### config.mk
export PLATFORM = sky130hd
export DESIGN_NAME = input_port_bank
export DESIGN_NICKNAME = d
export VERILOG_FILES = /design/src/rtl/input_port_bank_pkg.sv /design/src/rtl/input_debounce.sv /design/src/rtl/input_port_bank.sv
export SDC_FILE = /design/constraint.sdc
export NUM_CORES = 1
export LEC_CHECK = 0
export CORE_AREA = 2 2 54 106
export DETAILED_ROUTE_END_ITERATION = 10
export DIE_AREA = 0 0 56 108
export PLACE_DENSITY = 0.8
export SLEW_MARGIN = 10
export SYNTH_ARGS = -nofsm -noshare
export SYNTH_HDL_FRONTEND = slang
export SYNTH_SLANG_ARGS = --single-unit
### constraint.sdc
create_clock -name clk -period 2.98 [get_ports clk]
set_input_delay 0.447 -clock clk [delete_from_list [all_inputs] [get_ports clk]]
set_output_delay 0.447 -clock clk [all_outputs]
set_load 0.01 [all_outputs]
### src/rtl/input_port_bank_pkg.sv
// Shared constants and helpers for the input port bank register window.
package input_port_bank_pkg;

  localparam logic [1:0] REG_LEVEL  = 2'd0;
  localparam logic [1:0] REG_RISE   = 2'd1;
  localparam logic [1:0] REG_FALL   = 2'd2;
  localparam logic [1:0] REG_STATUS = 2'd3;

  function automatic logic [7:0] status_byte(input logic any_rise, input logic any_fall);
    return {6'b0, any_fall, any_rise};
  endfunction

endpackage

### src/rtl/input_debounce.sv
// One pin: synchroniser chain, debounce counter and debounced level register.
module input_debounce #(
  parameter int unsigned SYNC_STAGES     = 2,
  parameter int unsigned DEBOUNCE_CYCLES = 4
) (
  input  logic clk,
  input  logic reset,
  input  logic pin,
  output logic level,
  output logic rise_pulse,
  output logic fall_pulse
);

  localparam int unsigned CntW = $clog2(DEBOUNCE_CYCLES + 1);
  // Count value seen on the last of DEBOUNCE_CYCLES consecutive differing cycles.
  localparam logic [CntW-1:0] CntLast = CntW'(DEBOUNCE_CYCLES - 1);

  logic [SYNC_STAGES-1:0] sync_q;
  logic [CntW-1:0]        cnt_q, cnt_d;
  logic                   level_q, level_d;
  logic                   sync_out, differ, fire;

  assign sync_out = sync_q[SYNC_STAGES-1];
  assign differ   = sync_out ^ level_q;
  assign fire     = differ && (cnt_q == CntLast);

  always_comb begin
    cnt_d   = cnt_q + CntW'(1);
    level_d = level_q;
    if (!differ) begin
      cnt_d = '0;
    end else if (fire) begin
      cnt_d   = '0;
      level_d = sync_out;
    end
  end

  always_ff @(posedge clk or posedge reset) begin
    if (reset) begin
      sync_q  <= '0;
      cnt_q   <= '0;
      level_q <= 1'b0;
    end else begin
      sync_q  <= {sync_q[SYNC_STAGES-2:0], pin};
      cnt_q   <= cnt_d;
      level_q <= level_d;
    end
  end

  assign level      = level_q;
  assign rise_pulse = fire & sync_out;
  assign fall_pulse = fire & ~sync_out;

endmodule

### src/rtl/input_port_bank.sv
// Debounced multi-pin input port on INBUS: level, sticky edge flags (read-to-clear), status, IRQ.
module input_port_bank
  import input_port_bank_pkg::*;
#(
  parameter int unsigned PIN_WIDTH       = 8,
  parameter logic [7:0]  BASE_ADDRESS    = 8'h00,
  parameter int unsigned SYNC_STAGES     = 2,
  parameter int unsigned DEBOUNCE_CYCLES = 4
) (
  input  logic                 clk,
  input  logic                 reset,
  input  logic [7:0]           INBUS_ADDR,
  input  logic                 INBUS_RE,
  output logic [7:0]           INBUS_DATA,
  input  logic [PIN_WIDTH-1:0] INPUT_PIN,
  output logic                 IRQ
);

  logic [PIN_WIDTH-1:0] level, rise_pulse, fall_pulse;
  logic [PIN_WIDTH-1:0] rise_q, rise_d, fall_q, fall_d;
  logic [7:0]           data_q, data_d, rd_mux;
  logic [1:0]           offset;
  logic                 rd_sel, clr_rise, clr_fall;

  for (genvar i = 0; i < PIN_WIDTH; i++) begin : g_pin
    input_debounce #(
      .SYNC_STAGES    (SYNC_STAGES),
      .DEBOUNCE_CYCLES(DEBOUNCE_CYCLES)
    ) u_debounce (
      .clk       (clk),
      .reset     (reset),
      .pin       (INPUT_PIN[i]),
      .level     (level[i]),
      .rise_pulse(rise_pulse[i]),
      .fall_pulse(fall_pulse[i])
    );
  end

  assign offset   = INBUS_ADDR[1:0];
  assign rd_sel   = INBUS_RE && (INBUS_ADDR[7:2] == BASE_ADDRESS[7:2]);
  assign clr_rise = rd_sel && (offset == REG_RISE);
  assign clr_fall = rd_sel && (offset == REG_FALL);

  always_comb begin
    rd_mux = '0;
    case (offset)
      REG_LEVEL:  rd_mux = 8'(level);
      REG_RISE:   rd_mux = 8'(rise_q);
      REG_FALL:   rd_mux = 8'(fall_q);
      REG_STATUS: rd_mux = status_byte(|rise_q, |fall_q);
      default:    rd_mux = '0;
    endcase
  end

  // A new edge arriving on the clearing edge survives the clear.
  always_comb begin
    rise_d = (rise_q & ~{PIN_WIDTH{clr_rise}}) | rise_pulse;
    fall_d = (fall_q & ~{PIN_WIDTH{clr_fall}}) | fall_pulse;
    data_d = rd_sel ? rd_mux : 8'h00;
  end

  always_ff @(posedge clk or posedge reset) begin
    if (reset) begin
      rise_q <= '0;
      fall_q <= '0;
      data_q <= '0;
    end else begin
      rise_q <= rise_d;
      fall_q <= fall_d;
      data_q <= data_d;
    end
  end

  assign INBUS_DATA = data_q;
  assign IRQ        = (|rise_q) | (|fall_q);

endmodule

==> impl_metrics.yaml, run 1 <==
timing:
  fmax_mhz: 441
  drv_slew: 0
  slew_headroom_pct: 67.7
  rsz0062_at_grt: "false"
  finalSetupViolCount: 0
  setup_tns_ps: 0
  post-route-min-period_ps: 2270
  final.setup_skew_ps: 8.35
  tightest_slew_ps: 484
  layout_setup_ws_ps: 712
  period_share_pct: 76.1
  hold_viol: 0
yosys:
  syn_nets: 237
  ys_async_sr_fraction_pct: 100
  yosysMostFrequentCell: "dfrtp_1"
  synth_top_area_cell: "dfrtp_1"
  netlist_area_mm2: 0.00280
  synth.distinct_cells: 26
  synth-edff-count: 0
  synth_area_leaders: "dfrtp_1, a32o_1, nor3b_1"
  synth_top_area_share_pct: 64.3
  ys.flop_type: "dfrtp_1"
  synth_common_cells: "dfrtp_1, inv_1, a32o_1, nor3b_1"
  synthCells: 210
  synth-seq-cells: 72
  avgSynthCellArea_um2: 13.3
  seq_area_frac_synth_pct: 64.3
  yosysWarnings: 0
pwr:
  p_sw_uw: 802
  p_comb_share_pct: 20.7
  cellPowerDensity_mw_per_mm2: 822
  peakVddDrop_uv: 474
  p_sw_share_pct: 29.0
  leakage_uw: 0.00155
  p_clk_share_pct: 27.5
  pwr-share-seq_pct: 51.8
  p_int_uw: 1960
place:
  hpwl_um: 3370
  dp.cells: 294
  place.gp.congestion: 0.733
  port_buffers: 27
  place_ws_ps: 697
  placed_cell_area_mm2: 0.00316
clock_tree:
  cts_sinks: 72
  cts_hold_buf: 0
  post_cts_buffers: 0
  ctsResizeCount: 0
  cts_tree: "built"
  numCtsBuffers: 9
  h-tree-depth: 3
  cts-root-buf: "clkbuf_8"
  insertion_delay_ps: 340
  path_clk_slew_ps: 70
  clock_path_buffers: 2
global_route:
  antenna_found_initial: 0
  grt_max_degree: 73
  first_global_vias: 1829
  track_usage_pct: 18.6
  grt_overflow: 0
  grt_pass1_wl_um: 8390
floorplanning:
  dieArea_mm2: 0.00605
  ioPinCount: 28
  start_util_pct: 54.1
  dieHeight_um: 108
  die_w_um: 56
  design.core.area_mm2: 0.00518
  num_rows: 37
layout:
  multi_input_area_um2: 925
  register_area_mm2: 0.00180
  final_cells: 310
  final_nets: 274
  antenna_cells: 0
  area_delta_synth_final_pct: 19.9
  fillers: 401
  finalInstanceArea_mm2: 0.00336
  drive_above_1_share_pct: 9.52
detailed_routing:
  dr_total_vias: 1724
  wl_um: 4810
  route.detailed.drc: 0
  vias_per_cell: 5.56
  drt_iter0_drc: 38
  wl_per_cell_um: 15.5
  dr.pass1.iters: 4
  route.antenna.remaining_nets: 0
setup_path:
  path_class: "flip-flop to primary output"
  max_stage_delay_ps: 510
  cp-end-kind: "primary output"
  cp_max_fo: 3
  required_ps: 2530
  setup.worst_path.start_class: "flip-flop"
  cp_cell_sequence: "nor4_1 -> nand4_1 -> clkdlybuf4s50_1"
  arrival_ps: 1820
  slowest_stage: "clkdlybuf4s50_1"
run:
  drv_cap: 0
status:
  status: "finished, final reports clean"
worst_hold_path:
  hp-class: "flip-flop to flip-flop"
logic make-up (layout without fill, tap and decap cells):
family                     count (synthesis)  count (layout)  share of synthesized area (%)
DFF                                       72              72                           64.3
and+or+nand+nor                           62              62                           14.5
AOI/OAI and AO/OA                         32              32                           9.46
buffers and inverters                     20              62                           2.72
adders and majority gates                  8               8                           3.57
xor gates and xnor gates                   8               8                           2.50
muxes                                      8               8                           2.95
flip-flops by register name, indices dropped and copies added, names as in the netlist:
name                     count
g_pin.u_debounce.cnt_q      24
INBUS_DATA                   8
g_pin.u_debounce.sync_q     16
rise_q                       8
g_pin.u_debounce.level       8
fall_q                       8
worst max-delay path, delay by kind of cell (launching register included):
kind	cells	cell delay, ps
DFF	1	400
and+or+nand+nor	2	580
buffers and inverters	1	510
power groups by stage:
stage | combinational, uW | sequential (uW) | clock [uW]
final | 571 | 1430 | 760
after global routing | 653 | 1460 | 836
after CTS | 578 | 1430 | 790
after detailed placement | 572 | 1450 | 0
after global placement | 542 | 1430 | 0
after floorplan | 452 | 1380 | 0
final timing paths:
path	startpoint	endpoint	slack (ps)	cells after the start
min in group asynchronous	reset	g_pin[6].u_debounce.level$_DFFE_PP0P_	490	3
worst min register to register	g_pin[0].u_debounce.sync_q[0]$_DFF_PP0_	g_pin[0].u_debounce.sync_q[1]$_DFF_PP0_	340	0
worst min-delay path	g_pin[0].u_debounce.sync_q[0]$_DFF_PP0_	g_pin[0].u_debounce.sync_q[1]$_DFF_PP0_	340	0
worst max register to register	fall_q[6]$_DFF_PP0_	INBUS_DATA[1]$_DFF_PP0_	1750	3
max in group asynchronous	reset	g_pin[0].u_debounce.sync_q[0]$_DFF_PP0_	2170	3
worst max-delay path	fall_q[6]$_DFF_PP0_	IRQ	710	3
stage by stage:
stage          util, %  hold slack [ps]  total power (uW)
5_1_grt           64.8              349              2950
4_1_cts           64.8              341              2790
6_report          64.8              337              2760
3_3_place_gp      61.0              332              1980
3_5_place_dp      61.0              335              2020
2_1_floorplan        -              331              1830
routing by layer:
metal,GRT usage [%],routed length [um]
met2,31.4,2580
met1,19.7,1930
met4,11.4,116
met3,6.46,190
met5,0,0
layout by cell type (no fill, tap or decap), drive strengths merged, types with 8 or more instances in the layout:
cell           netlist  routed
clkbuf               2      13
a32o                16      16
ha                   8       8
xnor2                8       8
clkdlybuf4s50        0      27
o21ai                8       8
nor3                11      11
nor2b               10      10
nor3b               15      15
inv                 17      17
dfrtp               72      72
nand2                9       9
area by class of cell:
type | count | area share (%)
flip-flops and latches | 72 | 53.6
multi-input cells | 118 | 27.5
repair buffers | 29 | 8.86
clock buffers | 13 | 4.73
well taps | 58 | 2.16
inverters | 17 | 1.90
clock inverters | 3 | 1.19
Power figures use the tool's default switching activity.
==> inputs of run 2 (changes only) <==
- clock period: 2.98 -> 2.3 ns (I/O delays scaled with it)
==> run 2 against run 1 <==
Compared with the run above: sequential cell count unchanged; critical endpoint unchanged; cell count grew 0.97%; design area about the same; worst setup slack worse by 520 ps; sequential power is 29% higher; sequential share of layout area barely moved; critical path type unchanged; clock skew down 2.4 ps; via count increased by 1.4%; largest power group unchanged; count of clock-buffer cells in the layout increased by 1.
==> impl_metrics.yaml, run 2 (synthesis gave the netlist of run 1 again) <==
setup_path:
  max_stage_delay_ps: 510
  cp-end-kind: "primary output"
  path_class: "flip-flop to primary output"
  cp_max_fo: 3
  arrival_ps: 1760
  setup.worst_path.start_class: "flip-flop"
  crit_family: "buffers and inverters"
  path_depth: 3
  path_buf_inv: 1
  slowest_stage: "clkdlybuf4s50_1"
  required_ps: 1960
  reg2reg_depth: 3
  cp_cell_sequence: "nor4_1 -> nand4_1 -> clkdlybuf4s50_1"
layout:
  top_register: "g_pin.u_debounce.cnt_q"
  area_delta_synth_final_pct: 19.8
  mostFrequentLayoutCell: "dfrtp_1"
  finalInstanceArea_mm2: 0.00336
  final_cells: 313
  antenna_cells: 0
  register_area_mm2: 0.00180
  top_regs: "g_pin.u_debounce.cnt_q (24), g_pin.u_debounce.sync_q (16)"
  multi_input_area_um2: 931
  largest_reg_flops: 24
  final_cell_mix: "dfrtp_1, clkdlybuf4s50_1, inv_1, a32o_1, nor3b_1"
  drive_above_1_share_pct: 9.80
  final_nets: 278
  fillers: 391
timing:
  rsz0062_at_grt: "false"
  tightest_slew_ps: 563
  fmax_mhz: 475
  drv_slew: 0
  setup_tns_ps: 0
  layout_setup_ws_ps: 197
  post-route-min-period_ps: 2100
  period_share_pct: 91.4
  finalSetupViolCount: 0
  slew_headroom_pct: 62.4
  final.setup_skew_ps: 5.96
  hold_viol: 0
status:
  status: "finished, final reports clean"
place:
  placed_cell_area_mm2: 0.00320
  dp.cells: 298
  place.gp.congestion: 0.741
  hpwl_um: 3380
  port_buffers: 27
  place_ws_ps: 383
detailed_routing:
  vias_per_cell: 5.58
  wl_per_cell_um: 14.5
  dr.pass1.iters: 4
  drt_iter0_drc: 43
  wl_um: 4540
  route.antenna.remaining_nets: 0
  dr_total_vias: 1748
  route.detailed.drc: 0
clock_tree:
  numCtsBuffers: 9
  cts_hold_buf: 0
  cts_sinks: 72
  clock_path_buffers: 2
  cts-root-buf: "clkbuf_8"
  insertion_delay_ps: 340
  cts_tree: "built"
  h-tree-depth: 3
  path_clk_slew_ps: 60
  post_cts_buffers: 0
  ctsResizeCount: 0
global_route:
  grt_overflow: 0
  first_global_vias: 1803
  grt_pass1_wl_um: 8280
  grt_max_degree: 27
  track_usage_pct: 18.2
  antenna_found_initial: 0
floorplanning:
  start_util_pct: 54.1
  dieHeight_um: 108
  design.core.area_mm2: 0.00518
  ioPinCount: 28
  die_w_um: 56
  dieArea_mm2: 0.00605
  num_rows: 37
worst_hold_path:
  hold_depth: 0
  hp-class: "flip-flop to flip-flop"
pwr:
  cellPowerDensity_mw_per_mm2: 1010
  leakage_uw: 0.00154
  peakVddDrop_uv: 678
run:
  drv_cap: 0
[run 2: layout make-up]
class | instances | area share [%]
Multi-Input combinational cell | 118 | 27.7
Sequential cell | 72 | 53.7
Inverter | 17 | 1.90
Clock buffer | 14 | 4.25
Clock inverter | 1 | 0.149
Timing Repair Buffer | 33 | 10.1
Tap cell | 58 | 2.16
[run 2: metal layers]
| metal | track usage [%] | vias to the layer above | part of all wire (%) |
|---|---|---|---|
| li1 | - | 835 | - |
| met1 | 19.6 | 871 | 40 |
| met2 | 31.3 | 34 | 53 |
| met3 | 5.74 | 8 | 4.5 |
| met4 | 9.69 | 0 | 2.8 |
| met5 | 0 | - | 0 |
[run 2: path summary, 6_finish.rpt]
| path | from | to | slack, ps |
|---|---|---|---|
| setup / recovery | fall_q[2]$_DFF_PP0_ | IRQ | 200 |
| hold / removal | g_pin[6].u_debounce.sync_q[0]$_DFF_PP0_ | g_pin[6].u_debounce.sync_q[1]$_DFF_PP0_ | 350 |
| setup reg to reg | g_pin[7].u_debounce.cnt_q[0]$_DFF_PP0_ | rise_q[7]$_DFF_PP0_ | 1120 |
| hold reg to reg | g_pin[6].u_debounce.sync_q[0]$_DFF_PP0_ | g_pin[6].u_debounce.sync_q[1]$_DFF_PP0_ | 350 |
| max in group asynchronous | reset | g_pin[5].u_debounce.cnt_q[1]$_DFF_PP0_ | 1400 |
| min in group asynchronous | reset | g_pin[6].u_debounce.cnt_q[2]$_DFF_PP0_ | 380 |
[run 2: power breakdown]
part | leakage [uW] | internal [uW] | switching [uW]
sequential | 0.000907 | 1580 | 264
clock | 0.0000745 | 386 | 402
combinational | 0.000563 | 409 | 333
[run 2: metrics by stage]
step                      util, %  hold slack, ps  total power (uW)
after detailed placement     61.8             336              2620
after floorplan                 -             331              2370
final                        64.7             347              3380
after global routing         64.7             359              3620
after CTS                    64.6             351              3410
after global placement       61.8             331              2550
